`src/rtl/uart_matrix_ctrl.sv`:
```
// UART front end for a matrix engine: collects ELEMS operand bytes, starts the engine,
// then streams RES_BYTES result bytes back out with tx_valid/tx_ready handshaking.
module uart_matrix_ctrl #(
    parameter int ELEMS      = 4,
    parameter int RES_BYTES  = 4,
    parameter int RX_TIMEOUT = 100000
) (
    input  logic        clk,
    input  logic        rst,
    input  logic [7:0]  rx_data,
    input  logic        rx_valid,
    input  logic        rx_err,
    output logic [31:0] mat_data,
    output logic        mat_start,
    input  logic        mat_done,
    input  logic [31:0] mat_result,
    output logic [7:0]  tx_data,
    output logic        tx_valid,
    input  logic        tx_ready,
    output logic        busy,
    output logic        frame_done,
    output logic [7:0]  err_cnt
);
    typedef enum logic [2:0] {IDLE, RECV, START, WAIT, SEND} state_t;
    localparam int TW = $clog2(RX_TIMEOUT + 1);

    state_t        state_q, state_d;
    logic [2:0]    idx_q, idx_d;
    logic [2:0]    tx_idx_q, tx_idx_d;
    logic [TW-1:0] to_cnt_q, to_cnt_d;
    logic [31:0]   mat_data_q, mat_data_d;
    logic [31:0]   res_q, res_d;
    logic          mat_start_q, mat_start_d;
    logic [7:0]    tx_data_q, tx_data_d;
    logic          tx_valid_q, tx_valid_d;
    logic          busy_q, busy_d;
    logic          frame_done_q, frame_done_d;
    logic [7:0]    err_cnt_q, err_cnt_d;
    logic          err_inc;

    always_comb begin
        state_d      = state_q;
        idx_d        = idx_q;
        tx_idx_d     = tx_idx_q;
        to_cnt_d     = to_cnt_q;
        mat_data_d   = mat_data_q;
        res_d        = res_q;
        mat_start_d  = 1'b0;
        tx_data_d    = tx_data_q;
        tx_valid_d   = tx_valid_q;
        frame_done_d = 1'b0;
        err_cnt_d    = err_cnt_q;
        err_inc      = 1'b0;

        case (state_q)
            IDLE: begin
                if (rx_err) begin
                    err_inc = 1'b1;
                    idx_d   = 3'd0;
                end else if (rx_valid) begin
                    mat_data_d = {24'd0, rx_data};
                    idx_d      = 3'd1;
                    to_cnt_d   = '0;
                    if (ELEMS == 1) begin
                        state_d     = START;
                        mat_start_d = 1'b1;
                    end else begin
                        state_d = RECV;
                    end
                end
            end
            RECV: begin
                // A framing error beats a simultaneous byte strobe: the byte is dropped.
                if (rx_err) begin
                    err_inc  = 1'b1;
                    idx_d    = 3'd0;
                    to_cnt_d = '0;
                    state_d  = IDLE;
                end else if (rx_valid) begin
                    for (int k = 0; k < 4; k++) begin
                        if (idx_q == 3'(k)) mat_data_d[8*k +: 8] = rx_data;
                    end
                    idx_d    = idx_q + 3'd1;
                    to_cnt_d = '0;
                    if (idx_q == 3'(ELEMS - 1)) begin
                        state_d     = START;
                        mat_start_d = 1'b1;
                    end
                end else if (to_cnt_q == TW'(RX_TIMEOUT - 1)) begin
                    err_inc  = 1'b1;
                    idx_d    = 3'd0;
                    to_cnt_d = '0;
                    state_d  = IDLE;
                end else begin
                    to_cnt_d = to_cnt_q + 1'b1;
                end
            end
            START: begin
                err_inc = rx_valid | rx_err;
                idx_d   = 3'd0;
                state_d = WAIT;
            end
            WAIT: begin
                err_inc = rx_valid | rx_err;
                if (mat_done) begin
                    res_d      = mat_result;
                    tx_idx_d   = 3'd0;
                    tx_valid_d = 1'b1;
                    tx_data_d  = mat_result[7:0];
                    state_d    = SEND;
                end
            end
            SEND: begin
                err_inc = rx_valid | rx_err;
                if (tx_valid_q && tx_ready) begin
                    if (tx_idx_q == 3'(RES_BYTES - 1)) begin
                        tx_valid_d   = 1'b0;
                        frame_done_d = 1'b1;
                        tx_idx_d     = 3'd0;
                        state_d      = IDLE;
                    end else begin
                        tx_idx_d = tx_idx_q + 3'd1;
                        for (int k = 0; k < 4; k++) begin
                            if (tx_idx_q + 3'd1 == 3'(k)) tx_data_d = res_q[8*k +: 8];
                        end
                    end
                end
            end
            default: state_d = IDLE;
        endcase

        if (err_inc && err_cnt_q != 8'hFF) err_cnt_d = err_cnt_q + 8'd1;
        busy_d = (state_d != IDLE);
    end

    always_ff @(posedge clk) begin
        if (!rst) begin
            state_q      <= IDLE;
            idx_q        <= 3'd0;
            tx_idx_q     <= 3'd0;
            to_cnt_q     <= '0;
            mat_data_q   <= 32'd0;
            res_q        <= 32'd0;
            mat_start_q  <= 1'b0;
            tx_data_q    <= 8'd0;
            tx_valid_q   <= 1'b0;
            busy_q       <= 1'b0;
            frame_done_q <= 1'b0;
            err_cnt_q    <= 8'd0;
        end else begin
            state_q      <= state_d;
            idx_q        <= idx_d;
            tx_idx_q     <= tx_idx_d;
            to_cnt_q     <= to_cnt_d;
            mat_data_q   <= mat_data_d;
            res_q        <= res_d;
            mat_start_q  <= mat_start_d;
            tx_data_q    <= tx_data_d;
            tx_valid_q   <= tx_valid_d;
            busy_q       <= busy_d;
            frame_done_q <= frame_done_d;
            err_cnt_q    <= err_cnt_d;
        end
    end

    assign mat_data   = mat_data_q;
    assign mat_start  = mat_start_q;
    assign tx_data    = tx_data_q;
    assign tx_valid   = tx_valid_q;
    assign busy       = busy_q;
    assign frame_done = frame_done_q;
    assign err_cnt    = err_cnt_q;
endmodule

```
`config.mk`:
```
export PLATFORM = sky130hd
export DESIGN_NAME = uart_matrix_ctrl
export DESIGN_NICKNAME = d
export VERILOG_FILES = /design/src/rtl/uart_matrix_ctrl.sv
export SDC_FILE = /design/constraint.sdc
export NUM_CORES = 1
export LEC_CHECK = 0
export ABC_AREA = 1
export BUFFER_PORTS_ARGS = -buffer_cell sky130_fd_sc_hd__buf_2
export CAP_MARGIN = 40
export CORE_UTILIZATION = 55
export DETAILED_ROUTE_END_ITERATION = 10
export GPL_TIMING_DRIVEN = 0
export PLACE_DENSITY_LB_ADDON = 0.05
export RECOVER_POWER = 25
export SYNTH_ARGS = -nofsm -noshare
export SYNTH_HDL_FRONTEND = slang
export SYNTH_SLANG_ARGS = --single-unit
```
`constraint.sdc`:
```
create_clock -name clk -period 2.7 [get_ports clk]
set_input_delay 0 -clock clk [delete_from_list [all_inputs] [get_ports clk]]
set_output_delay 0 -clock clk [all_outputs]
set_load 0.02 [all_outputs]
```
== Word level (Yosys, flattened, before mapping) ==
Cells that the tools add are included.
Storage, ports and cells
  input port bits: 46
  output and inout bits: 52
  word-level logic and storage cells: 127
  bits in registers: 110
Operators by class
  multiplexer cells: 54
  $add $sub $neg: 4
  reduce and logical (&&, ||, !) cells: 22
  equal/unequal tests: 28
  bitwise logic cells: 4
Operator list (number)
  two-way mux 32 bit: 4
  two-way mux 8 bit: 11
  two-way mux 17 bit: 5
  one-hot mux 32 bit (2 select lines): 1
  two-way mux 3 bit: 17
  one-hot mux 17 bit (2 select lines): 1
  != test 2 bit (second input constant): 12
  AND reduction 6 bit: 4
  equality test 3 x 2 -> 1 bit (second input constant): 7
  adder 17 x 1 -> 17 bit (second input constant): 1
  equality test 17 bit (second input constant): 1
  one-hot mux 8 bit (2 select lines): 1
  one-hot mux 3 bit (5 select lines): 1
  AND reduction 3 bit: 4
  equality test 3 x 1 -> 1 bit (second input constant): 3
  zero test 3 bit: 3
  two-way mux 1 bit: 9
  one-hot mux 3 bit (3 select lines): 1
  adder 8 x 1 -> 8 bit (second input constant): 1
  != test 8 bit (second input constant): 1
  adder 3 x 1 -> 3 bit (second input constant): 2
  one-hot mux 3 bit (2 select lines): 1
  nonzero test 3 bit: 2
  != test 5 bit (second input constant): 1
  14 further kinds: 18

== Depth between registers and ports, before layout ==
  depth in word-level cells: 9
  mapped depth: 12
  depth with buffers taken out: 12

== Worst setup path after synthesis ==
OpenSTA, ideal clock, no wires.
  path kind: reg-to-reg
  start point: register tx_idx_q[0]
  end point: register tx_data_q[6], in the netlist tx_data[6]
  slack: 0.663 ns
  buffers on the path: 1
  setup time: 0.120 ns
  clock period less this slack: 2.037 ns
  required time: 2.580 ns
  stages on the path, launching flop included: 12
  data arrival time: 1.917 ns
  cell sequence: dfxtp_1 -> ha_1 -> ha_1 -> nand2_1 -> clkinv_1 -> nor2_2 -> nand3b_1 -> nand2_1 -> a21oi_4 -> buf_6 -> o21ai_2 -> a21oi_2
Between the ends
  cells in the longest elaborated chain, start to end: 8
  elaborated cells between the ends (all ways): 15
  those cells by class: add/sub (1); eq/ne (6); mux (6); reduce/logical (2)
RTL lines
  start: declaration: RTL line 29  | logic [2:0] tx_idx_q, tx_idx_d;
  start signal: assignment: RTL line 153  | tx_idx_q <= tx_idx_d;
  adder 3 x 1 -> 3 bit: RTL line 124  | if (tx_idx_q + 3'd1 == 3'(k)) tx_data_d = res_q[8*k +: 8];
  equality test 3 x 1 -> 1 bit: RTL line 124
  two-way mux 8 bit (3 in series): RTL line 124
  two-way mux 8 bit: RTL line 116  | if (tx_idx_q == 3'(RES_BYTES - 1)) begin
  two-way mux 8 bit: RTL line 115  | if (tx_valid_q && tx_ready) begin
  one-hot mux 8 bit (2 select lines): RTL line 55  | case (state_q)
  end signal: assignment: RTL line 158  | tx_data_q <= tx_data_d;
  end: declaration: RTL line 34  | logic [7:0] tx_data_q, tx_data_d;
Several ways; a longest one is shown, not always the timed one. The select of a mux whose other input is x is not followed.
A chain may end at the register's enable or synchronous reset.

== Worst setup path in the final report ==
Same ends and word-level chain as after synthesis.

==> impl_metrics.tcl <==
set metrics [dict create \
    status "finished, final reports clean" \
    cts_hold_buf 44 \
    overflow 0 \
    tightest_slew_ns 0.6217 \
    antenna_found_initial 0 \
    syn_nets 754 \
    cts_setup_buffers 0 \
    antenna_cells 0 \
    cts_root_buf "clkbuf_8" \
    route.detailed.drc 0 \
    vdd_drop_max_mv 0.4289 \
    yosys_most_used_dff "dfxtp_1" \
    critPathKind "reg -> reg" \
    cp_cell_sequence "ha_1 -> ha_1 -> nand2_1 -> clkinv_1 -> nor2_2 -> nand3b_1 -> nand2_1 -> a21oi_4 -> buf_6 -> o21ai_2 -> a21oi_2" \
    ys_warn_count 0 \
    clockBufferDepth 2 \
    setup_viol 0 \
    final_layout_size_suffix_gt1_share_pct 11.99 \
    initial_utilization_pct 57.35 \
    async_flop_share_pct 0 \
    end_kind "flip-flop" \
    holdWs_ns 0.02699 \
    setup-tns-final_ns 0 \
    fin_crit_ns 2.400 \
    core-area_mm2 0.008763 \
    areaGrowthSynthToFinish_pct 23.87 \
    drt_iter0_drc 226 \
    die_width_um 97.60 \
    slew-limit-headroom_pct 58.51 \
    rsz0062_at_grt "no" \
    synth_area_mm2 0.005026 \
    routedWlPerCell_um 13.81 \
    drv_cap 0 \
    drv_slew 0 \
    gp_congestion 0.9444 \
    cts.sinks 110 \
    die_area_mm2 0.009525 \
    firstDrtPassIters 7 \
    avgSynthCellArea_um2 7.242 \
    crit_path_max_fanout 10 \
    synth_edf_count 0 \
    synthesis.instances 694 \
    timing.fmax_mhz 416.7 \
    cts_tree "done" \
    path_clk_slew_ns 0.11 \
    ys_types 35 \
    die_y_um 97.60 \
    grt_max_degree 20 \
    required_ns 2.95 \
    grt_pass1_vias 4728 \
    num_io_pins 98 \
    hold_class "in -> reg" \
    p_per_area_mw_per_mm2 478.9 \
    worst-endpoint-arrival_ns 2.65 \
    slowest_stage "nor2_2" \
    finalNetCount 906 \
    grt.total_usage_pct 28.14 \
    power_leakage_nw 2.507 \
    yosysSeqAreaShare_pct 43.81 \
    ys_ff_latch 110 \
    fin_skew_ns 0.01868 \
    clock_latency_ns 0.37 \
    finalHoldViolations 0 \
    num_vias 5092 \
    grt_pass1_wl_um 21760 \
    io_buffers 97 \
    finalWirelength_um 13240 \
    vias_per_cell 5.310 \
    htreeDepth 3 \
    critPathMaxStageDelay_ns 0.39 \
    cts_made_buffers 9 \
    rows 34 \
    antenna_left 0 \
    fin_crit_sh_pct 88.89 \
    dp_hpwl_um 9549 \
    cp-start-kind "flip-flop" \
    post_cts_resize_count 0 \
]
## per-layer routing
metal  global-route usage (%)  part of all wire (%)  vias up
met3                    6.043                   5.1       17
met1                    35.40                    44     2358
met4                    7.353                   1.4        0
met5                        0                     0        -
met2                    48.74                    50      149
li1                         -                     -     2568
## flip-flops by register name, indices dropped and copies added (netlist names)
register and flops:
mat_data 32, res_q 32, to_cnt_q 17, err_cnt 8
tx_data 8, idx_q 3, state_q 3, tx_idx_q 3
busy 1, frame_done 1, mat_start 1, tx_valid 1
## worst max-delay path, delay by kind of cell, from the launching register on
family	cells	cell delay, ns
compound gates	3	0.25
fa+ha+maj	2	0.57
buf+inv	2	0.38
flops	1	0.36
simple gates	4	0.72
## path summary, 6_finish.rpt
check | start | endpoint | slack, ns | cells past startpoint
max | tx_idx_q[0] | tx_data[6] | 0.30 | 11
min | rx_err | idx_q[1] | 0.03 | 4
max reg2reg | tx_idx_q[0] | tx_data[6] | 0.30 | 11
min reg2reg | mat_data[26] | mat_data[26] | 0.46 | 2
## power by group
group          switching (W)  internal [W]  total (W)  leakage, nW
Sequential         0.0000216       0.00166    0.00168        0.892
Clock               0.000591      0.000382   0.000973       0.0944
Combinational       0.000201      0.000127   0.000328         1.52
## layout make-up
class | instances | area (um2)
clock inverter | 5 | 47.55
inverter | 83 | 311.5
clock buffer | 11 | 141.4
fill | 752 | 2537
tap | 108 | 135.1
timing repair buffer | 141 | 875.8
sequential | 110 | 2202
buffer | 27 | 121.4
multi-input combinational | 474 | 2391
## synth_stat cells (all sizes together) (2+ instances only)
| cell | number | share of area, % |
|---|---|---|
| nand3 | 31 | 3.3 |
| nor3 | 7 | 0.92 |
| nor3b | 3 | 0.45 |
| inv | 81 | 6.0 |
| nor2 | 122 | 9.4 |
| a21oi | 62 | 6.5 |
| nand2 | 105 | 8.1 |
| ha | 14 | 3.5 |
| xor2 | 9 | 1.6 |
| dfxtp | 110 | 44 |
| nand4 | 18 | 2.2 |
| o21ai | 82 | 8.3 |
| clkinv | 2 | 0.15 |
| o211ai | 8 | 1.2 |
| buf | 11 | 1.2 |
| clkbuf | 16 | 1.2 |
| a211oi | 6 | 1.0 |
| nand3b | 2 | 0.30 |
## layout by cell type (no fill, tap or decap), types with 3 or more instances in the layout
cell type,count
buf_2,67
dlygate4sd3_1,44
nor3_1,6
nand3_1,29
xor2_1,9
nor2_2,3
nor2_1,118
o21ai_0,80
ha_1,14
nand4_1,18
a211oi_1,5
clkbuf_1,57
a21oi_1,59
dfxtp_1,110
inv_1,78
inv_2,3
nor3b_1,3
nand2_1,102
clkbuf_8,10
o211ai_1,8
## metrics by stage
stage	setup WS [ns]	power (W)	cell area, um2	util [%]	cells
2_1_floorplan	0.6629	0.001884	5026	-	694
3_3_place_gp	0.4336	0.001991	5647	64.43	899
3_5_place_dp	0.3523	0.001998	5647	64.43	899
4_1_cts	0.3341	0.003001	6276	71.62	959
5_1_grt	0.1113	0.003089	6226	71.05	959
6_report	0.3000	0.002982	6226	71.05	959
## cells by family (layout without fill, tap and decap cells)
| logic type | after synthesis | in the layout | share of synthesized area, % |
|---|---|---|---|
| and+or+nand+nor | 289 | 289 | 24.82 |
| buffers and inverters | 110 | 267 | 8.613 |
| DFF | 110 | 110 | 43.81 |
| adders and majority gates | 14 | 14 | 3.485 |
| xor gates and xnor gates | 9 | 9 | 1.568 |
| AOI/OAI and AO/OA | 162 | 162 | 17.70 |
(Power assumes the default switching activity.)
